==> src/rtl/rpn_pkg.sv <==
// rtl/rpn_pkg.sv - opcodes, exception codes, FSM states and stack ops for the RPN engine
package rpn_pkg;

  typedef enum logic [2:0] {
    OP_PUSH = 3'd0,
    OP_ADD  = 3'd1,
    OP_SUB  = 3'd2,
    OP_MUL  = 3'd3,
    OP_NEG  = 3'd4,
    OP_DUP  = 3'd5,
    OP_SWAP = 3'd6,
    OP_EQ   = 3'd7
  } op_e;

  localparam logic [2:0] EXC_NONE      = 3'd0;
  localparam logic [2:0] EXC_STK_OVF   = 3'd1;
  localparam logic [2:0] EXC_STK_UNF   = 3'd2;
  localparam logic [2:0] EXC_ARITH     = 3'd3;
  localparam logic [2:0] EXC_MALFORMED = 3'd4;

  typedef enum logic [1:0] {
    ST_IDLE  = 2'd0,
    ST_EXEC  = 2'd1,
    ST_EMIT  = 2'd2,
    ST_FAULT = 2'd3
  } state_e;

  typedef enum logic [2:0] {
    SOP_NONE     = 3'd0,
    SOP_PUSH     = 3'd1,
    SOP_POP1     = 3'd2,
    SOP_POP2PUSH = 3'd3,
    SOP_REPL     = 3'd4,
    SOP_SWAP     = 3'd5,
    SOP_CLEAR    = 3'd6
  } stk_op_e;

endpackage

==> src/rtl/rpn_stack.sv <==
// rtl/rpn_stack.sv - register-file LIFO with entry 0 always holding the top of stack
module rpn_stack
  import rpn_pkg::*;
#(
  parameter int DATA_W = 8,
  parameter int DEPTH  = 8
) (
  input  logic                         clk,
  input  logic                         rst,
  input  stk_op_e                      op,
  input  logic [DATA_W-1:0]            din,
  output logic [DATA_W-1:0]            top,
  output logic [DATA_W-1:0]            second,
  output logic [$clog2(DEPTH+1)-1:0]   depth
);

  localparam int CW = $clog2(DEPTH+1);

  logic [DATA_W-1:0] mem [DEPTH];
  logic [CW-1:0]     cnt;

  assign top    = mem[0];
  assign second = mem[1];
  assign depth  = cnt;

  // Pushes shift the file down, pops shift it up; slots past the count are kept zero.
  always_ff @(posedge clk) begin
    if (rst) begin
      cnt <= '0;
      for (int i = 0; i < DEPTH; i++) mem[i] <= '0;
    end else begin
      case (op)
        SOP_PUSH: begin
          mem[0] <= din;
          for (int i = 1; i < DEPTH; i++) mem[i] <= mem[i-1];
          cnt <= cnt + 1'b1;
        end
        SOP_POP1: begin
          for (int i = 0; i < DEPTH-1; i++) mem[i] <= mem[i+1];
          mem[DEPTH-1] <= '0;
          cnt <= cnt - 1'b1;
        end
        SOP_POP2PUSH: begin
          mem[0] <= din;
          for (int i = 1; i < DEPTH-1; i++) mem[i] <= mem[i+1];
          mem[DEPTH-1] <= '0;
          cnt <= cnt - 1'b1;
        end
        SOP_REPL: mem[0] <= din;
        SOP_SWAP: begin
          mem[0] <= mem[1];
          mem[1] <= mem[0];
        end
        SOP_CLEAR: begin
          cnt <= '0;
          for (int i = 0; i < DEPTH; i++) mem[i] <= '0;
        end
        default: ;
      endcase
    end
  end

endmodule

==> src/rtl/rpn_stack_engine.sv <==
// rtl/rpn_stack_engine.sv - postfix token evaluator: FSM, signed ALU and coded exceptions
module rpn_stack_engine
  import rpn_pkg::*;
#(
  parameter int DATA_W   = 8,
  parameter int DEPTH    = 8,
  parameter bit OVF_TRAP = 1'b1
) (
  input  logic                         clk,
  input  logic                         rst,
  input  logic                         tok_valid,
  output logic                         tok_ready,
  input  logic [2:0]                   tok_op,
  input  logic [DATA_W-1:0]            tok_data,
  output logic                         res_valid,
  input  logic                         res_ready,
  output logic [DATA_W-1:0]            res_data,
  output logic [$clog2(DEPTH+1)-1:0]   depth,
  output logic                         exc,
  output logic [2:0]                   exc_code
);

  localparam int CW = $clog2(DEPTH+1);
  localparam logic [CW-1:0]     FULL = CW'(DEPTH);
  localparam logic [CW-1:0]     TWO  = CW'(2);
  localparam logic [DATA_W-1:0] SMIN = {1'b1, {(DATA_W-1){1'b0}}};

  state_e            state, state_n;
  op_e               op_q;
  logic [DATA_W-1:0] data_q;
  stk_op_e           stk_op;
  logic [DATA_W-1:0] stk_din, top, second;
  logic [DATA_W-1:0] alu_res;
  logic              alu_ovf;
  logic [2*DATA_W-1:0] prod;
  logic              fault_set, fault_clr;
  logic [2:0]        fault_code;

  rpn_stack #(.DATA_W(DATA_W), .DEPTH(DEPTH)) u_stack (
    .clk    (clk),
    .rst    (rst),
    .op     (stk_op),
    .din    (stk_din),
    .top    (top),
    .second (second),
    .depth  (depth)
  );

  assign res_data = (state == ST_EMIT) ? top : '0;

  // Signed S-op-T arithmetic with two's-complement overflow detection; results always wrap.
  always_comb begin
    prod    = {{DATA_W{second[DATA_W-1]}}, second} * {{DATA_W{top[DATA_W-1]}}, top};
    alu_res = '0;
    alu_ovf = 1'b0;
    case (op_q)
      OP_ADD: begin
        alu_res = second + top;
        alu_ovf = (second[DATA_W-1] == top[DATA_W-1]) && (alu_res[DATA_W-1] != second[DATA_W-1]);
      end
      OP_SUB: begin
        alu_res = second - top;
        alu_ovf = (second[DATA_W-1] != top[DATA_W-1]) && (alu_res[DATA_W-1] != second[DATA_W-1]);
      end
      OP_MUL: begin
        alu_res = prod[DATA_W-1:0];
        alu_ovf = !((&prod[2*DATA_W-1:DATA_W-1]) || !(|prod[2*DATA_W-1:DATA_W-1]));
      end
      OP_NEG: begin
        alu_res = '0 - top;
        alu_ovf = (top == SMIN);
      end
      default: ;
    endcase
  end

  // Next state, handshakes and stack command; a failing op issues no stack command at all.
  always_comb begin
    state_n    = state;
    tok_ready  = 1'b0;
    res_valid  = 1'b0;
    stk_op     = SOP_NONE;
    stk_din    = '0;
    fault_set  = 1'b0;
    fault_clr  = 1'b0;
    fault_code = EXC_NONE;
    case (state)
      ST_IDLE: begin
        tok_ready = 1'b1;
        if (tok_valid) state_n = ST_EXEC;
      end
      ST_EXEC: begin
        state_n = ST_IDLE;
        case (op_q)
          OP_PUSH: begin
            if (depth == FULL) begin
              fault_set = 1'b1; fault_code = EXC_STK_OVF;
            end else begin
              stk_op = SOP_PUSH; stk_din = data_q;
            end
          end
          OP_ADD, OP_SUB, OP_MUL: begin
            if (depth < TWO) begin
              fault_set = 1'b1; fault_code = EXC_STK_UNF;
            end else if (alu_ovf && OVF_TRAP) begin
              fault_set = 1'b1; fault_code = EXC_ARITH;
            end else begin
              stk_op = SOP_POP2PUSH; stk_din = alu_res;
            end
          end
          OP_NEG: begin
            if (depth == '0) begin
              fault_set = 1'b1; fault_code = EXC_STK_UNF;
            end else if (alu_ovf && OVF_TRAP) begin
              fault_set = 1'b1; fault_code = EXC_ARITH;
            end else begin
              stk_op = SOP_REPL; stk_din = alu_res;
            end
          end
          OP_DUP: begin
            if (depth == '0) begin
              fault_set = 1'b1; fault_code = EXC_STK_UNF;
            end else if (depth == FULL) begin
              fault_set = 1'b1; fault_code = EXC_STK_OVF;
            end else begin
              stk_op = SOP_PUSH; stk_din = top;
            end
          end
          OP_SWAP: begin
            if (depth < TWO) begin
              fault_set = 1'b1; fault_code = EXC_STK_UNF;
            end else begin
              stk_op = SOP_SWAP;
            end
          end
          OP_EQ: begin
            if (depth == CW'(1)) state_n = ST_EMIT;
            else begin
              fault_set = 1'b1; fault_code = EXC_MALFORMED;
            end
          end
          default: ;
        endcase
        if (fault_set) state_n = ST_FAULT;
      end
      ST_EMIT: begin
        res_valid = 1'b1;
        if (res_ready) begin
          stk_op  = SOP_CLEAR;
          state_n = ST_IDLE;
        end
      end
      ST_FAULT: begin
        tok_ready = 1'b1;
        if (tok_valid && tok_op == OP_EQ) begin
          fault_clr = 1'b1;
          stk_op    = SOP_CLEAR;
          state_n   = ST_IDLE;
        end
      end
      default: state_n = ST_IDLE;
    endcase
    if (rst) begin
      tok_ready = 1'b0;
      res_valid = 1'b0;
    end
  end

  // FSM state register.
  always_ff @(posedge clk) begin
    if (rst) state <= ST_IDLE;
    else     state <= state_n;
  end

  // Token latch on the IDLE handshake and the sticky exception flag/code.
  always_ff @(posedge clk) begin
    if (rst) begin
      op_q     <= OP_PUSH;
      data_q   <= '0;
      exc      <= 1'b0;
      exc_code <= EXC_NONE;
    end else begin
      if (state == ST_IDLE && tok_valid) begin
        op_q   <= op_e'(tok_op);
        data_q <= tok_data;
      end
      if (fault_set) begin
        exc      <= 1'b1;
        exc_code <= fault_code;
      end else if (fault_clr) begin
        exc      <= 1'b0;
        exc_code <= EXC_NONE;
      end
    end
  end

endmodule

==> config.mk <==
export PLATFORM = sky130hd
export DESIGN_NAME = rpn_stack_engine
export DESIGN_NICKNAME = d
export VERILOG_FILES = /design/src/rtl/rpn_pkg.sv /design/src/rtl/rpn_stack.sv /design/src/rtl/rpn_stack_engine.sv
export SDC_FILE = /design/constraint.sdc
export NUM_CORES = 1
export LEC_CHECK = 0
export ABC_CLOCK_PERIOD_IN_PS = 8700
export BUFFER_PORTS_ARGS = -buffer_cell sky130_fd_sc_hd__buf_2
export CAP_MARGIN = 15
export CORE_ASPECT_RATIO = 1.75
export CORE_UTILIZATION = 55
export CTS_CLUSTER_DIAMETER = 40
export DETAILED_ROUTE_END_ITERATION = 12
export GPL_TIMING_DRIVEN = 0
export PLACE_DENSITY = 0.72
export SLEW_MARGIN = 25
export SYNTH_ARGS = -nofsm -noshare
export SYNTH_HDL_FRONTEND = slang
export SYNTH_HIERARCHICAL = 1
export SYNTH_SLANG_ARGS = --single-unit
==> constraint.sdc <==
create_clock -name clk -period 8.7 [get_ports clk]
set_clock_uncertainty 0.15 [all_clocks]
set_input_delay 0.435 -clock clk [delete_from_list [all_inputs] [get_ports clk]]
set_output_delay 0.435 -clock clk [all_outputs]
set_load 0.005 [all_outputs]
==> impl_metrics.toml <==
[status]
status = "finished, final reports clean"

[global_route]
grt_pass1_vias = 6732
grt_first_pass_wirelength_mm = 33.38
grt_antenna_before_repair = 0
grt_max_degree = 17
grtUsageTotal_pct = 29.02
grt_overflow = 0

[placed_design]
port-buffer-count = 31
gp_congestion = 0.9324
place_ws_ns = 0.4201
hpwl_mm = 16.72

[synthesis]
syn_area_per_cell_um2 = 9.297
ys_types = 79
async_flop_share_pct = 0
syn_inst = 841
synth_enable_flop_cells = 56
syn_area_um2 = 7819
synth-warning-count = 6
yosysSeqAreaShare_pct = 28.93
syn_nets = 965
synthFlopType = "edfxtp_1"
synth-seq-cells = 85

[power]
power.density_nw_per_um2 = 178.6
p_sw_uw = 585.9
pwr-share-comb_pct = 45.1
p_int_uw = 925.8
vdd_drop_max_v = 0.0001469
p_clk_share_pct = 23.1
p_leak_nw = 3.588
seqPwrFrac_pct = 31.9
switching_share_pct = 38.76

[detailed_routing]
wl_per_cell_um = 19.43
top_layer = "met4"
met1Wirelength_mm = 7.604
routed_wl_mm = 20.70
drt_iter0_drc = 341
vias = 6448
wl_met2_mm = 11.40
drt_pre_antenna_iters = 5
wl_met3_um = 779
via_per_inst = 6.054
drt.antenna.violating_nets = 0
drc = 0

[setup_path]
reg2reg_depth = 26
worstPathRequired_ns = 8.52
worst-setup-path-type = "reg -> reg"
rr_endpoint = "u_stack/mem[0][27]$_DFFE_PP_"
r2r_start = "u_stack/mem[0][15]$_DFFE_PP_"
end_kind = "flip-flop"
slowest_stage = "fa_1"
cpPeakStageDelay_ns = 0.59
crit_path_start_kind = "flip-flop"
cp.arrival_ns = 8.19
r2r_slack_ns = 0.34
critPathMaxFanout = 16

[clocking]
htree_levels = 3
cts_buffer_depth = 2
clock_sinks = 85
clkTransAtPathRegs_ns = 0.06
numCtsBuffers = 9
postCtsHoldBufs = 0
post-cts-setup-buffers = 0
clock_latency_ns = 0.34
post_cts_resized = 0
root_buffer = "clkbuf_16"
cts_tree = "built"

[sta]
setup_viol = 0
maxSlewViolCount = 0
rsz0062_at_grt = "no"
fin_tns_setup_ns = 0
worst_slack_ns = 0.3370
fin_crit_sh_pct = 96.13
fmax_ghz = 0.1196
finalHoldViolations = 0
tightest_slew_ns = 0.7947
maxSlewHeadroom_pct = 46.61
period_minus_slack_ns = 8.363

[worst_hold_path]
holdCritPathClass = "in -> reg"
min_to = "data_q[1]$_SDFFE_PP0P_"
holdCritStartpoint = "tok_data[1]"
holdPathStages = 3

[floorplan]
dieArea_um2 = 14720
start_util_pct = 56.22
die_y_um = 159.7
rows = 57
core_um2 = 13910
io_pins = 33
dieWidth_um = 92.13

[final_layout]
antennaDiodeCount = 0
syn2layout_area_growth_pct = 8.241
fillers = 1203
layout-drive-gt1-share_pct = 10.81
final_nets = 1007

[run]
maxCapViolations = 0
## power groups by stage
stage	Clock, mW	Combinational, mW	Sequential (mW)
after CTS	0.354	0.674	0.482
after detailed placement	0	0.669	0.490
final	0.348	0.681	0.482
after global routing	0.369	0.753	0.485
after floorplan	0	0.520	0.481
after global placement	0	0.642	0.488
## cell usage after synthesis (5+ instances only)
| cell type | number | share of area (%) |
|---|---|---|
| inv_1 | 106 | 5.1 |
| nor2_1 | 56 | 2.7 |
| nor3_1 | 18 | 1.2 |
| mux2i_1 | 5 | 0.64 |
| edfxtp_1 | 56 | 22 |
| clkbuf_1 | 15 | 0.72 |
| xor2_1 | 6 | 0.67 |
| a21oi_1 | 44 | 2.8 |
| nand2b_1 | 19 | 1.5 |
| buf_4 | 19 | 1.8 |
| ha_1 | 51 | 8.2 |
| a22o_1 | 57 | 6.4 |
| buf_2 | 12 | 0.77 |
| xnor2_1 | 21 | 2.4 |
| nand2_1 | 73 | 3.5 |
| and2_1 | 16 | 1.3 |
| dfxtp_1 | 29 | 7.4 |
| o21ai_0 | 20 | 1.3 |
| o211ai_1 | 5 | 0.48 |
| fa_1 | 58 | 15 |
| o22ai_1 | 7 | 0.56 |
| nor2b_1 | 8 | 0.64 |
| nand3_1 | 19 | 1.2 |
| nor4_1 | 5 | 0.40 |
| nand4_1 | 6 | 0.48 |
| o21bai_1 | 5 | 0.48 |
| a22oi_1 | 22 | 2.1 |
| a21o_1 | 6 | 0.58 |
## cells by family after synthesis
group           Yosys count  synth area share, %
simple gates            250                16.43
compound gates          200                18.53
buf+inv                 163                9.137
fa+ha+maj               109                23.01
flops                    85                28.93
xor+xnor                 27                3.025
mux                       7               0.9282
## how the worst max path moves through the flow
stage / startpoint / to / cells past startpoint
after detailed placement: u_stack/mem[0][15]$_DFFE_PP_ / u_stack/mem[0][27]$_DFFE_PP_ / 26
after global placement: u_stack/mem[0][15]$_DFFE_PP_ / u_stack/mem[0][19]$_DFFE_PP_ / 26
after global routing: u_stack/mem[0][15]$_DFFE_PP_ / u_stack/mem[0][27]$_DFFE_PP_ / 26
after CTS: u_stack/mem[0][15]$_DFFE_PP_ / u_stack/mem[0][27]$_DFFE_PP_ / 26
after floorplan: u_stack/mem[0][15]$_DFFE_PP_ / u_stack/mem[0][16]$_DFFE_PP_ / 26
final: u_stack/mem[0][15]$_DFFE_PP_ / u_stack/mem[0][27]$_DFFE_PP_ / 26
## layout by cell type (no fill, tap or decap), types with 20 or more instances in the layout
cell type / instances
o21ai_0: 20
inv_1: 106
edfxtp_1: 56
xnor2_1: 21
nand2_1: 73
buf_2: 43
fa_1: 58
a21oi_1: 44
nor2_1: 56
a22oi_1: 22
ha_1: 51
dfxtp_1: 29
a22o_1: 57
## final cells by class
type | count | area [um^2] | area share [%]
Multi-Input combinational cell | 593 | 4842 | 57.21
Sequential cell | 85 | 2262 | 26.73
Inverter | 110 | 412.9 | 4.879
Buffer | 53 | 301.5 | 3.563
Clock buffer | 11 | 232.7 | 2.750
Tap cell | 177 | 221.5 | 2.617
Timing Repair Buffer | 31 | 155.1 | 1.833
Clock inverter | 5 | 35.03 | 0.4140
## sequential cells by signal, indices dropped and copies added (netlist names)
signal,cells
u_stack/mem,64
data_q,8
u_stack/depth,4
exc_code,3
op_q,3
state,2
exc,1
## per-stage QoR
stage	cell area, um^2	power, mW	hold slack, ns	std cells	util, %
floorplan	7819	1.001	0.2868	841	-
global placement	8195	1.130	0.3008	1049	58.93
detailed placement	8195	1.159	0.3074	1049	58.93
CTS	8463	1.510	0.1844	1065	60.85
global route	8463	1.607	0.1992	1065	60.85
finish	8463	1.512	0.1911	1065	60.85
## routing by layer
metal	global-route usage, %	vias up
li1	-	3008
met1	31.23	3182
met5	0	-
met4	15.06	0
met2	54.99	203
met3	2.524	55
## critical path, delay by kind of cell (launching register included)
family	cells	cell delay, ns
and+or+nand+nor	7	1.50
AOI/OAI and AO/OA	5	1.59
DFF	1	0.41
buffers and inverters	9	1.90
adders and majority gates	5	2.43
Note: power is estimated with default switching activity, not from simulation.
